===== src/rtl/ads5281_clkgen.sv =====
// Counter-based stand-in for the ADS5281 PLL: phase-aligned frame (c0), LCLK (c1) and bit (c2)
// clocks from inclk0, plus sticky lock. Define ADS5281_CLKGEN_GATE_EN to hold clocks low until lock.
module ads5281_clkgen #(
    parameter int unsigned C0_HALF     = 12,
    parameter int unsigned C1_HALF     = 2,
    parameter int unsigned C2_HALF     = 1,
    parameter int unsigned LOCK_CYCLES = 4
) (
    input  logic inclk0,
    input  logic areset_n,
    output logic c0,
    output logic c1,
    output logic c2,
    output logic locked
);

    localparam int unsigned Period = 2 * C0_HALF;
    // Width guards keep elaboration alive long enough for the parameter checks to report.
    localparam int unsigned CntW   = (C0_HALF < 1) ? 1 : $clog2(Period);
    localparam int unsigned PerW   = (LOCK_CYCLES < 1) ? 1 : $clog2(LOCK_CYCLES + 1);
    localparam logic [CntW-1:0] CntMax = CntW'(Period - 1);
    localparam logic [PerW-1:0] PerMax = PerW'(LOCK_CYCLES);

    if (C0_HALF < 1 || C1_HALF < 1 || C2_HALF < 1 || LOCK_CYCLES < 1) begin : g_bad_zero
        $fatal(1, "ads5281_clkgen: all parameters must be >= 1");
    end else if ((C0_HALF % C1_HALF) != 0 || (C0_HALF % C2_HALF) != 0) begin : g_bad_ratio
        $fatal(1, "ads5281_clkgen: C0_HALF must be a multiple of C1_HALF and C2_HALF");
    end

    logic [CntW-1:0] cnt_q, cnt_d;
    logic [PerW-1:0] per_q, per_d;
    logic            c0_q, c0_d, c1_q, c1_d, c2_q, c2_d;
    logic            locked_q, locked_d;
    logic            period_start;
    logic            c0_raw, c1_raw, c2_raw;
    int unsigned     cnt_int;

    always_comb begin
        cnt_d        = (cnt_q == CntMax) ? '0 : cnt_q + CntW'(1);
        cnt_int      = 32'(cnt_d);
        period_start = (cnt_d == '0);

        per_d = per_q;
        if (period_start && per_q != PerMax) begin
            per_d = per_q + PerW'(1);
        end
        // per_q counts period starts seen; reaching PerMax at a new start means that many are done.
        locked_d = locked_q | (period_start && per_q == PerMax);

        c0_raw = cnt_int < C0_HALF;
        c1_raw = (cnt_int % (2 * C1_HALF)) < C1_HALF;
        c2_raw = (cnt_int % (2 * C2_HALF)) < C2_HALF;

`ifdef ADS5281_CLKGEN_GATE_EN
        c0_d = c0_raw & locked_d;
        c1_d = c1_raw & locked_d;
        c2_d = c2_raw & locked_d;
`else
        c0_d = c0_raw;
        c1_d = c1_raw;
        c2_d = c2_raw;
`endif
    end

    always_ff @(posedge inclk0 or negedge areset_n) begin
        if (!areset_n) begin
            cnt_q    <= CntMax;
            per_q    <= '0;
            c0_q     <= 1'b0;
            c1_q     <= 1'b0;
            c2_q     <= 1'b0;
            locked_q <= 1'b0;
        end else begin
            cnt_q    <= cnt_d;
            per_q    <= per_d;
            c0_q     <= c0_d;
            c1_q     <= c1_d;
            c2_q     <= c2_d;
            locked_q <= locked_d;
        end
    end

    assign c0     = c0_q;
    assign c1     = c1_q;
    assign c2     = c2_q;
    assign locked = locked_q;

endmodule


===== config.mk =====
export PLATFORM = sky130hd
export DESIGN_NAME = ads5281_clkgen
export DESIGN_NICKNAME = d
export VERILOG_FILES = /design/src/rtl/ads5281_clkgen.sv
export SDC_FILE = /design/constraint.sdc
export NUM_CORES = 1
export LEC_CHECK = 0
export BUFFER_PORTS_ARGS = -buffer_cell sky130_fd_sc_hd__buf_2
export CORE_MARGIN = 2
export CORE_UTILIZATION = 45
export CTS_BUF_LIST = sky130_fd_sc_hd__clkbuf_16
export DETAILED_ROUTE_END_ITERATION = 16
export SETUP_SLACK_MARGIN = 0.4
export SYNTH_ARGS = -nofsm -noshare
export SYNTH_HDL_FRONTEND = slang
export SYNTH_SLANG_ARGS = --single-unit

===== constraint.sdc =====
create_clock -name inclk0 -period 4.9 [get_ports inclk0]
set_input_delay 0 -clock inclk0 [delete_from_list [all_inputs] [get_ports inclk0]]
set_output_delay 0 -clock inclk0 [all_outputs]
set_load 0.02 [all_outputs]

==> results.json <==
{
  "status": "finished clean",
  "clkSinkCount": 12,
  "p_per_area_nw_per_um2": 344.8,
  "synth_xor_area_share_pct": 4.449,
  "arrival_ns": 2.23,
  "ant_nets": 0,
  "dp.final_hpwl_um": 647.1,
  "wirelength_um": 879,
  "diodes": 0,
  "ys.warnings.count": 0,
  "track_usage_pct": 16.14,
  "critPathRequiredTime_ns": 5.02,
  "max_stage_delay_ns": 0.56,
  "drv_slew": 0,
  "clock.fmax_mhz": 473.6,
  "wl_met1_um": 429,
  "whs_ns": 0.1731,
  "worstSkewPairLatency_ns": 0.24,
  "setup_viol": 0,
  "end_kind": "flop",
  "cts_buffer_depth": 2,
  "die_h_um": 40.23,
  "root_buffer": "clkbuf_16",
  "worstMarginPinSlew_ns": 0.2681,
  "antenna_found_initial": 0,
  "synth_fa_ha_area_share_pct": 6.356,
  "numCtsBuffers": 3,
  "worstPathBufferInverterCount": 0,
  "ir_worst_vdd_mv": 0.2106,
  "seqCellArea_sq_um": 305.3,
  "cts.clk_slew.worst_paths_ns": 0.04,
  "top_layer_used": "met4",
  "synth_top_family_by_area": "compound AO/OA/AOI/OAI gates",
  "startpoint_type": "flop",
  "ys_ff_latch": 12,
  "syn_to_final_growth_pct": 22.46,
  "ys_seq_area_share_pct": 51.69,
  "syn_area_sq_um": 590.6,
  "final.setup_skew_ns": 0.001485,
  "synth_compound_area_share_pct": 15.68,
  "tns_ns": 0,
  "finalHoldViolations": 0,
  "globalplace.congestion": 0.6849,
  "finalCritPeriodShare_pct": 43.09,
  "power.leakage_nw": 0.3128,
  "met2WireLength_um": 401,
  "cts_resized": 0,
  "vias": 388,
  "viasPerCell": 5.173,
  "grt-ovfl-total": 0,
  "synth.area.mux_share_pct": 6.356,
  "synth_simple_gate_area_share_pct": 11.65,
  "multi_input_area_sq_um": 262.8,
  "syn_inst": 50,
  "cpLargestDelayFamily": "compound AO/OA/AOI/OAI gates",
  "fillers": 112,
  "drv_cap": 0,
  "synth_cell_types": 21,
  "die_area_sq_um": 1618,
  "std_cell_rows": 13,
  "initial_core_util_pct": 46.55,
  "die_width_um": 40.23,
  "grt_pass1_vias": 375,
  "drcViolationCount": 0,
  "wl_per_cell_um": 11.72,
  "htreeDepth": 1,
  "grt_pass1_wl_um": 1587,
  "slowest_stage": "dfstp_2",
  "drive_gt1_share_pct": 31.67,
  "worst-setup-path-type": "reg -> reg",
  "synth_area_per_cell_sq_um": 11.81,
  "rsz0062_at_grt": "no",
  "yosysTopAreaCell": "dfrtp_1",
  "cts_hold_buf": 1,
  "drtIter0Drc": 4,
  "period_needed_ns": 2.111,
  "cp_cell_sequence": "ha_1 > nand2b_1 > a211o_1 > a221oi_4 > mux2_4",
  "core_area_sq_um": 1269,
  "drt-pass1-iter-count": 4,
  "cp_max_fo": 6,
  "cts_tree": "built",
  "syn_nets": 55,
  "synth.top_cell.area_share_pct": 33.90,
  "synth_area_leaders": "dfrtp_1 (34%), dfstp_2 (18%), ha_1 (6.4%)",
  "dr_wl_met3_um": 30,
  "fin_nets": 66,
  "portBuffers": 5,
  "worstHoldPathType": "in -> async",
  "ios": 6,
  "post_cts_buffers": 0,
  "max_slew_margin_pct": 82.13,
  "grt_max_degree": 13
}
-- cells in the mapped netlist, drive strengths merged --
cell type,instances
mux2,3
a221oi,1
dfrtp,8
a211o,1
dfstp,4
a31o,1
o21ai,1
or3,2
xor2,1
nand2,5
inv,6
a211oi,1
a21oi,3
ha,3
nand4b,1
nand2b,3
o22a,1
o221a,1
nand3,2
xnor2,2
-- kinds of logic after synthesis --
logic type,after synthesis
compound gates,10
xor+xnor,3
fa+ha+maj,3
buf+inv,6
flops,12
mux,3
simple gates,13
-- placed cells by master (no fill, tap or decap), types with 2 or more instances in the layout --
master	synthesis	routed
nand3_1	2	2
nand2_1	5	5
a21oi_1	3	3
nand2b_1	3	3
dfstp_2	4	4
buf_2	0	5
xnor2_1	2	2
inv_1	6	6
ha_1	3	3
mux2_2	2	2
clkbuf_16	0	3
or3_1	2	2
dfrtp_1	8	8
-- report_power, final --
group          leakage [nW]  internal (mW)  switching [mW]  total (mW)
Sequential            0.139         0.0996               0      0.0996
Clock                0.0385          0.107          0.0398       0.147
Combinational         0.135       0.000811         0.00191     0.00272
Total                 0.313          0.208          0.0417       0.249
-- stage by stage --
step                      cells  area [sq um]  power, mW  worst slack (ns)  utilization [%]
after floorplan              50         590.6     0.1010             2.885                -
after global placement       70         634.4     0.1033             2.799            50.00
final                        75         723.2     0.2493             2.789            57.00
after CTS                    75         723.2     0.2546             2.776            57.00
after global routing         75         723.2     0.2605             2.701            57.00
after detailed placement     70         634.4     0.1032             2.790            50.00
-- layout make-up --
type                    count  share of cell area (%)
clock buffers               3                   10.38
clock inverters             1                  0.5190
inverters                   6                   3.114
multi-input cells          32                   36.33
flip-flops and latches     12                   42.21
well taps                  15                   2.595
repair buffers              6                   4.844
-- path summary, 6_finish.rpt --
path	start	to	slack [ns]	cells past startpoint
max	cnt_q[0]	per_q[1]	2.79	5
min	areset_n	c0	0.17	2
max reg2reg	cnt_q[0]	per_q[1]	2.79	5
min reg2reg	locked	locked	0.47	1
max in group asynchronous	areset_n	cnt_q[2]	4.46	2
min in group inclk0	locked	locked	0.47	1
-- sequential cells by signal, indices dropped and copies added (netlist names) --
signal  flops
locked      1
c0          1
per_q       3
cnt_q       5
c1          1
c2          1
-- metal layers --
metal | vias up | GRT usage (%)
li1 | 196 | -
met1 | 184 | 18.69
met2 | 6 | 23.39
met3 | 2 | 3.333
met4 | 0 | 17.50
met5 | - | 0
(Power assumes the default switching activity.)
